### config.mk
export PLATFORM = sky130hd
export DESIGN_NAME = lc3_fetch_queue
export DESIGN_NICKNAME = d
export VERILOG_FILES = /design/src/rtl/lc3_fetch_queue.sv
export SDC_FILE = /design/constraint.sdc
export NUM_CORES = 1
export LEC_CHECK = 0
export CAP_MARGIN = 20
export CORE_MARGIN = 4
export CORE_UTILIZATION = 40
export CTS_BUF_LIST = sky130_fd_sc_hd__clkbuf_4
export CTS_CLUSTER_DIAMETER = 30
export DETAILED_ROUTE_END_ITERATION = 10
export GPL_ROUTABILITY_DRIVEN = 0
export PLACE_DENSITY = 0.62
export SLEW_MARGIN = 5
export SYNTH_ARGS = -nofsm -noshare
export SYNTH_HDL_FRONTEND = slang
export SYNTH_SLANG_ARGS = --single-unit
### constraint.sdc
create_clock -name clock -period 7.3 [get_ports clock]
set_input_delay 1.46 -clock clock [delete_from_list [all_inputs] [get_ports clock]]
set_output_delay 1.46 -clock clock [all_outputs]
set_load 0.1 [all_outputs]
### src/rtl/lc3_fetch_queue.sv
// LC-3 instruction fetch unit: single-outstanding memory read feeding a small
// in-order queue toward decode, with branch redirect and stale-read discard.
//   state | meaning
//   IDLE  | no read outstanding
//   WAIT  | one read outstanding, its word is kept on completion
//   DROP  | one read outstanding, its word is thrown away on completion
module lc3_fetch_queue #(
    parameter logic [15:0] RESET_PC = 16'h3000,
    parameter int          DEPTH    = 2
) (
    input  logic        clock,
    input  logic        reset,
    output logic [15:0] pc,
    output logic        instrmem_rd,
    input  logic [15:0] Instr_dout,
    input  logic        complete_instr,
    input  logic        br_taken,
    input  logic [15:0] br_target,
    input  logic        decode_ready,
    output logic        instr_valid,
    output logic [15:0] instr_out,
    output logic [15:0] npc_out,
    output logic [2:0]  queue_count
);

    localparam logic [1:0] IDLE = 2'd0;
    localparam logic [1:0] WAIT = 2'd1;
    localparam logic [1:0] DROP = 2'd2;

    logic [1:0]  state;
    logic [15:0] pc_q;
    logic [15:0] req_pc;
    logic [2:0]  count;
    logic [1:0]  head;
    logic [1:0]  tail;
    logic        push;
    logic        pop;
    logic [3:0]  occ;

    // Storage is sized for the largest legal depth so 2-bit pointers index it cleanly.
    logic [15:0] instr_mem [4];
    logic [15:0] npc_mem   [4];

    function automatic logic [1:0] ptr_inc(input logic [1:0] p);
        return (p == 2'(DEPTH - 1)) ? 2'd0 : p + 2'd1;
    endfunction

    assign instr_valid = !reset && (count != 3'd0);
    assign queue_count = reset ? 3'd0 : count;
    assign pc          = reset ? RESET_PC : pc_q;
    assign instr_out   = instr_valid ? instr_mem[head] : 16'h0;
    assign npc_out     = instr_valid ? npc_mem[head]   : 16'h0;

    assign pop  = instr_valid && decode_ready && !br_taken;
    assign push = !reset && !br_taken && (state == WAIT) && complete_instr;

    // Occupancy counts the in-flight read so a new read always has a slot to land in.
    assign occ = {1'b0, count} + {3'b0, state == WAIT} - {3'b0, pop};

    assign instrmem_rd = !reset && !br_taken && (state != DROP)
                         && !((state == WAIT) && !complete_instr)
                         && (occ < 4'(DEPTH));

    always_ff @(posedge clock) begin
        if (reset) begin
            pc_q   <= RESET_PC;
            req_pc <= RESET_PC;
            state  <= IDLE;
            count  <= 3'd0;
            head   <= 2'd0;
            tail   <= 2'd0;
        end else if (br_taken) begin
            pc_q  <= br_target;
            count <= 3'd0;
            head  <= 2'd0;
            tail  <= 2'd0;
            state <= ((state != IDLE) && !complete_instr) ? DROP : IDLE;
        end else begin
            if (instrmem_rd) begin
                req_pc <= pc_q;
                pc_q   <= pc_q + 16'd1;
                state  <= WAIT;
            end else if ((state != IDLE) && complete_instr) begin
                state <= IDLE;
            end
            if (push) tail <= ptr_inc(tail);
            if (pop)  head <= ptr_inc(head);
            count <= count + 3'(push) - 3'(pop);
        end
    end

    always_ff @(posedge clock) begin
        if (push) begin
            instr_mem[tail] <= Instr_dout;
            npc_mem[tail]   <= req_pc + 16'd1;
        end
    end

endmodule

---- Word level (Yosys, flattened, before mapping) ----
Memory sizes are Yosys's and may differ from the RTL's. A register that Yosys moved wholly into a read port is not among the register bits.
Index checks and enable logic that the tools add are counted.
storage, ports and cells
  bits in registers ....................... 41
  RAM bits ................................ 128
  input port bits ......................... 37
  output and inout port bits .............. 53
  logic and storage cells ................. 62
  memories ................................ 2
operators by class
  add/sub/neg operators ................... 8
  magnitude comparators ................... 1
  equal/unequal tests ..................... 4
  multiplexer cells ....................... 18
  bitwise gates (word level) .............. 1
  reduce and logical (&&, ||, !) cells .... 22
memories
  name       words  bits a word  rd ports  clocked after memory_dff  wr ports  RTL line  text
  instr_mem  4      16           1         1                         1         41        logic [15:0] instr_mem [4];
  npc_mem    4      16           1         1                         1         42        logic [15:0] npc_mem [4];
operator list
  kind                                                                           number
  16-bit two-way mux                                                             5
  16-bit by 1-bit adder with 16-bit output (second input constant)               2
  2-bit two-way mux                                                              10
  1-bit logical AND                                                              12
  2-bit by 1-bit equality test with 1-bit output (second input constant)         3
  3-bit nonzero test                                                             2
  2-bit by 1-bit adder with 2-bit output (second input constant)                 2
  3-bit by 1-bit adder with 4-bit output                                         1
  1-bit logical NOT                                                              4
  4-bit by 2-bit less-than comparator with 1-bit output (second input constant)  1
  2-bit nonzero test                                                             2
  4-bit by 1-bit subtractor with 4-bit output                                    1
  3-bit by 1-bit adder with 3-bit output                                         1
  3-bit two-way mux                                                              1
  3-bit by 1-bit subtractor with 3-bit output                                    1
  1-bit two-way mux                                                              2
  2-bit != test (second input constant)                                          1
  2-bit AND reduction                                                            1
  2-bit OR reduction                                                             1
  1-bit NOT                                                                      1

---- Depth between registers and ports, before layout ----
Gate-level depths: netlist (run 1).
  word-level depth ........................ 9
  depth in mapped cells ................... 12
  gate-level depth less buffers ........... 11

---- Worst setup path before layout (run 1) ----
No wires, ideal clock.
  path type ............................... input port to output port
  from .................................... in reset
  to ...................................... out instr_out[10]
  arrival time ............................ 4,764 ps
  required time ........................... 5,840 ps
  setup slack ............................. 1,076 ps
  stages on the path ...................... 4
  buffers on the path ..................... 1
  cell sequence ........................... nor2b_1 > nor3_1 > clkbuf_1 > nor2b_1
between the ends
  longest elaborated chain between the ends .. 3
RTL lines
  item                RTL line  text
  from (decl)         12        input logic reset,
  1-bit logical NOT   48        assign instr_valid = !reset && (count != 3'd0);
  1-bit logical AND   48
  16-bit two-way mux  51        assign instr_out = instr_valid ? instr_mem[head] : 16'h0;
  to (decl)           21        output logic [15:0] instr_out,
No other way between the ends.

---- Worst setup path in the final report (run 1) ----
  from .................................... in br_taken
  to ...................................... out instrmem_rd
between the ends
  longest elaborated chain between the ends .. 5
  elaborated cells between the ends (all ways) .. 8
  classes of those cells .................. add/sub: 1; order compare: 1; reduce/logical: 6
RTL lines
  item                                                                                        RTL line  text
  from (decl)                                                                                 17        input logic br_taken,
  1-bit logical NOT (*)                                                                       54, 60
  1-bit logical AND, on equally long branches                                                 54, 60
  4-bit by 1-bit subtractor with 4-bit output or 1-bit logical AND (tied branches)            58, 60
  4-bit by 2-bit less-than comparator with 1-bit output or 1-bit logical AND (tied branches)  62, 61
  1-bit logical AND (*)                                                                       62        && (occ < 4'(DEPTH));
  to (decl)                                                                                   14        output logic instrmem_rd,
Mark *: on every way between the ends. The rest lies on a longest branch, timed or not.

==> impl_metrics.csv, run 1 <==
group,metric,value,unit
clock_tree,clkTransAtPathRegs,120,ps
logic_synthesis,syn_inst,510,
worst_setup_path,reg2reg_depth,11,
final_layout,area_growth,19.07,%
logic_synthesis,avgSynthCellArea,14.13,um2
logic_synthesis,synth-edff-count,128,
global_routing,grt_overflow,0,
worst_setup_path,end_kind,"output port",
global_routing,antenna_found_initial,0,
sta,worstMarginPinSlew,1076,ps
clock_tree,htree_levels,4,
clock_tree,numCtsBuffers,17,
sta,fmaxAchievable,162.2,MHz
global_routing,grt_max_degree,51,
worst_setup_path,max_stage_delay,570,ps
placed_design,dp_hpwl,9341,um
worst_setup_path,worstSetupPathType,"in2out",
logic_synthesis,ys_types,42,
final_layout,seqCellArea,0.004706,mm2
logic_synthesis,yosysWarnings,0,
die,num_rows,48,
sta,skew,13.99,ps
routing,drt.antenna.violating_nets,0,
clock_tree,holdBufCountCts,0,
routing,first_pass_iters,5,
worst_setup_path,crit_chain,"clkdlybuf4s50_1 > buf_4 > nor3b_2 > o31a_1 > nand2b_1 > fa_1 > nor3_1 > o2111ai_1 > nor2_1 > mux2i_4 > inv_1 > buf_12",
worst_setup_path,endpoint,"instrmem_rd",
logic_synthesis,syn-cell-area,0.007204,mm2
final_layout,antennaDiodeCount,0,
global_routing,grt_pass1_wl,23470,um
worst_setup_path,rr_startpoint,"state[0]",
routing,drt_wl_total,14500,um
final_layout,fill_cells,1535,
sta,post-route-period-util,84.46,%
global_routing,grt_usage,14.83,%
clock_tree,cts.sinks,171,
final_layout,multi_input_area,0.002386,mm2
power_and_ir_drop,vdd_drop_max,0.00009476,V
die,start_util,41.22,%
min_path,hp-class,"reg2reg",
clock_tree,cts_tree,"built",
logic_synthesis,yosysSeqAreaShare,65.30,%
die,core-area,0.01748,mm2
placed_design,port_buffers,89,
worst_setup_path,r2r_slack,4090,ps
power_and_ir_drop,p_leak,2.715,nW
power_and_ir_drop,powerDensity,194.9,mW/mm2
routing,wire_per_inst,17.28,um
routing,drtIter0Drc,232,
sta,hold_viol,0,
routing,via_per_inst,5.191,
sta,finalSetupViolCount,0,
sta,rsz0062_at_grt,"false",
worst_setup_path,cp_max_fo,23,
final_layout,final_layout_size_suffix_gt1_share,17.75,%
logic_synthesis,synth_flop_cell,"edfxtp_1",
clock_tree,clk_latency,530,ps
final_layout,stdcell_count,839,
run_status,status,"finished clean",
worst_setup_path,worstSetupStartpointType,"input pin",
placed_design,place_inst,808,
clock_tree,cts_root_buf,"clkbuf_4",
die,die_h,142.2,um
logic_synthesis,synth-async-reset-ratio,0,%
die,io_pins,90,
sta,period_needed,6166,ps
worst_setup_path,cp.arrival,4710,ps
worst_setup_path,reg2reg_to,"pc_q[12]",
worst_setup_path,required,5840,ps
sta,slew_viol_final,0,
sta,finalSetupTns,0,ps
clock_tree,cts_resized,0,
job,cap_violations,0,
routing,vias,4355,
logic_synthesis,synth_fp_nets,554,
worst_setup_path,crit_path_start,"br_taken",
sta,slew_headroom,28.09,%
logic_synthesis,ys_ff_latch,171,
final_layout,finish.net_count,646,
worst_setup_path,cp_slowest_cell,"inv_1",
die,die_area,0.02022,mm2
global_routing,grt_pass1_vias,4543,
clock_tree,postCtsSetupBuffers,0,
routing,drc,0,
die,die_w,142.2,um
clock_tree,clockBufferDepth,2,
==> state kept, by name, indices dropped and copies added (netlist names), named ones only <==
name and count:
state 2, req_pc 16, tail 2, instr_mem 64
pc_q 16, head 2, count 3, npc_mem 64
==> cells by family after synthesis <==
family,after synthesis,share of synthesized area [%]
buffers and inverters,38,2.205
AND/OR/NAND/NOR,188,13.39
XOR/XNOR,20,2.431
adder cells (fa/ha/maj),7,1.424
multiplexers,33,10.19
AO/OA/AOI/OAI,53,5.054
flip-flops,171,65.30
==> synth_stat cells (all sizes together) (2+ instances only) <==
library cell	n	area, um2
inv	14	52.55
a311o	2	20.02
a31oi	12	75.07
or2	2	12.51
nand2	60	225.2
nand3	17	85.08
a21oi	20	100.1
xor2	6	52.55
or3	7	43.79
a32oi	2	17.52
buf	10	53.79
nor2b	46	290.3
xnor2	14	122.6
nand2b	3	18.77
edfxtp	128	3844
clkbuf	14	52.55
nor2	22	82.58
or4	3	22.52
and2	5	31.28
dfxtp	43	860.8
nor3	4	20.02
nand4	2	12.51
fa	2	40.04
o311ai	3	26.28
ha	5	62.56
mux4	32	720.7
and3	12	75.07
o211ai	9	67.56
==> critical path: cells and delay by family <==
kind / cells / cell delay (ps)
fa+ha+maj: 1 / 470
compound gates: 2 / 470
mux: 1 / 90
buf+inv: 4 / 1430
simple gates: 4 / 750
==> layout make-up <==
class	count	share of cell area, %
clock inverters	10	1.181
clock buffers	21	1.838
well taps	225	3.282
inverters	14	0.6126
repair buffers	97	10.41
flip-flops and latches	171	54.86
multi-input cells	301	27.82
==> metal layers <==
layer / GRT usage [%] / vias to the layer above / share of wire [%]
li1: - / 2089 / -
met1: 19.90 / 2147 / 45
met2: 23.60 / 103 / 48
met4: 4.444 / 0 / 1.4
met3: 4.267 / 16 / 5.0
met5: 0 / - / 0
==> worst min-delay path by stage <==
stage / startpoint / endpoint / cells past startpoint
4_1_cts: head[1] / register / 2
6_report: head[1] / register / 2
5_1_grt: head[1] / register / 2
3_5_place_dp: head[1] / register / 2
2_1_floorplan: head[1] / register / 2
3_3_place_gp: head[1] / head[1] / 2
==> power by group <==
group,switching [mW],internal (mW)
clock,0.292,0.212
combinational,0.0686,0.0398
sequential,0.0119,1.05
total,0.372,1.30
==> metrics by stage <==
step                      hold WS (ps)  utilization (%)  total power [mW]  worst slack [ps]  cell area (um2)
after floorplan                  421.5                -             1.145              1076             7204
after global placement           436.0            47.60             1.188              1265             8319
after detailed placement         439.3            47.60             1.190              1163             8319
after CTS                        457.5            49.08             1.690              1153             8578
after global routing             478.6            49.08             1.740             884.3             8578
final                            458.0            49.08             1.672              1134             8578
==> placed cells by master (no fill, tap or decap), drive strengths merged, types with 4 or more instances in the layout <==
| cell | instances |
|---|---|
| o211ai | 9 |
| a21oi | 20 |
| buf | 36 |
| and3 | 12 |
| xor2 | 6 |
| clkinv | 6 |
| nor2 | 22 |
| mux4 | 32 |
| xnor2 | 14 |
| a31oi | 12 |
| nand3 | 17 |
| edfxtp | 128 |
| and2 | 5 |
| or3 | 7 |
| clkbuf | 21 |
| nor2b | 46 |
| nand2 | 60 |
| ha | 5 |
| inv | 14 |
| clkdlybuf4s50 | 61 |
| nor3 | 4 |
| dfxtp | 43 |
Power figures use the tool's default switching activity.
==> run 2: changes to the inputs <==
Settings changed: PLACE_DENSITY 0.62 to 0.64.
Clock period 7.3 ns to 5.5 ns, I/O delays scaled along.
==> impl_metrics.csv, run 2 (synthesized netlist as in run 1, its figures left out) <==
group,metric,value,unit
die,die_w,142.2,um
worst_setup_path,cp.arrival,3690,ps
final_layout,finish.net_count,648,
die,die_h,142.2,um
sta,hold_viol,0,
routing,wire_per_inst,16.91,um
worst_setup_path,reg2reg_depth,11,
die,die_area,0.02022,mm2
clock_tree,clk_latency,550,ps
global_routing,grt_max_degree,51,
min_path,holdPathStages,2,
clock_tree,clkTransAtPathRegs,130,ps
placed_design,port_buffers,89,
die,start_util,41.22,%
worst_setup_path,required,4400,ps
clock_tree,cts_tree,"built",
final_layout,final_layout_size_suffix_gt1_share,22.69,%
die,core-area,0.01748,mm2
clock_tree,cts.sinks,171,
clock_tree,postCtsSetupBuffers,0,
power_and_ir_drop,powerDensity,251.7,mW/mm2
sta,period_needed,4785,ps
placed_design,dp_hpwl,9411,um
worst_setup_path,r2r_slack,2280,ps
final_layout,largest_registers,"instr_mem x64, npc_mem x64",
clock_tree,cts_resized,0,
routing,drt_wl_total,14240,um
sta,setup_ws,714.8,ps
worst_setup_path,end_kind,"output port",
final_layout,antennaDiodeCount,0,
clock_tree,htree_levels,4,
global_routing,grt_overflow,0,
routing,drtIter0Drc,227,
sta,worstMarginPinSlew,1006,ps
global_routing,grt_pass1_vias,4570,
sta,hold_ws,461.4,ps
sta,post-route-period-util,87.00,%
routing,vias,4408,
global_routing,antenna_found_initial,0,
run_status,status,"finished clean",
final_layout,fill_cells,1475,
global_routing,grt_usage,14.96,%
routing,via_per_inst,5.235,
routing,first_pass_iters,4,
clock_tree,numCtsBuffers,17,
final_layout,layout_commonest_cell,"edfxtp_1",
final_layout,final_util,51.40,%
global_routing,grt_pass1_wl,23560,um
sta,slew_headroom,32.76,%
worst_setup_path,cp_max_fo,6,
placed_design,dp_slack,723.9,ps
sta,skew,12.94,ps
routing,drc,0,
power_and_ir_drop,vdd_drop_max,0.0001222,V
power_and_ir_drop,p_leak,2.874,nW
clock_tree,clockBufferDepth,2,
sta,rsz0062_at_grt,"false",
sta,finalSetupViolCount,0,
worst_setup_path,worstSetupStartpointType,"input pin",
sta,slew_viol_final,0,
sta,fmaxAchievable,209.0,MHz
job,cap_violations,0,
die,io_pins,90,
final_layout,area_growth,24.68,%
clock_tree,holdBufCountCts,0,
clock_tree,cts_root_buf,"clkbuf_4",
worst_setup_path,worstSetupPathType,"in2out",
min_path,hp-class,"reg2reg",
die,num_rows,48,
routing,drt.antenna.violating_nets,0,
final_layout,final_cell_mix,"edfxtp_1, nand2_1, nor2b_1, dfxtp_1, clkdlybuf4s50_1",
## run 2: cell count changes in the layout (fill, tap and decap cells not counted), sizes merged
cell / before / now
clkbuf: 21 / 17
clkdlybuf4s50: 61 / 36
inv: 14 / 19
buf: 36 / 63
## run 2: power by group
group	switching [mW]	internal, mW	leakage (nW)
registers	0.0155	1.39	1.44
clock network	0.433	0.278	0.154
logic	0.0904	0.0524	1.28
total	0.538	1.72	2.87
## run 2: cell type report
class	instances	area [um2]	share of cell area, %
Clock buffer	17	127.6	1.421
Inverter	14	52.55	0.5850
Sequential cell	171	4706	52.39
Tap cell	225	281.5	3.134
Timing Repair Buffer	99	1271	14.15
Clock inverter	15	163.9	1.825
Multi-Input combinational cell	301	2380	26.49
## run 2: path summary, 6_finish.rpt
| kind | to | startpoint |
|---|---|---|
| hold / removal | head[1] | head[1] |
| setup reg to reg | pc_q[8] | state[0] |
| setup / recovery | instrmem_rd | reset |
| hold reg to reg | head[1] | head[1] |
## run 2: per-layer routing
metal | track usage, % | share of wire, % | up-vias
met5 | 0 | 0 | -
met1 | 20.07 | 45 | 2167
li1 | - | - | 2095
met4 | 3.939 | 0.91 | 0
met2 | 23.90 | 49 | 135
met3 | 4.570 | 5.4 | 11
## run 2: critical path, stage by stage
cell and delay, ps:
clkdlybuf4s50_1 430, nor3b_2 250, o31a_1 320, nand2b_1 150, fa_1 470, nor3_1 140, o2111ai_1 160, nor2_1 200
mux2i_4 90, inv_1 160, buf_12 200
## run 2: per-stage QoR
| stage | total power, mW | std cells | TNS [ps] | cell area, um2 |
|---|---|---|---|---|
| after global placement | 1.575 | 809 | 0 | 8671 |
| after CTS | 2.286 | 841 | 0 | 8962 |
| final | 2.261 | 842 | 0 | 8982 |
| after detailed placement | 1.579 | 809 | 0 | 8671 |
| after floorplan | 1.520 | 510 | -125.7 | 7204 |
| after global routing | 2.360 | 842 | 0 | 8982 |
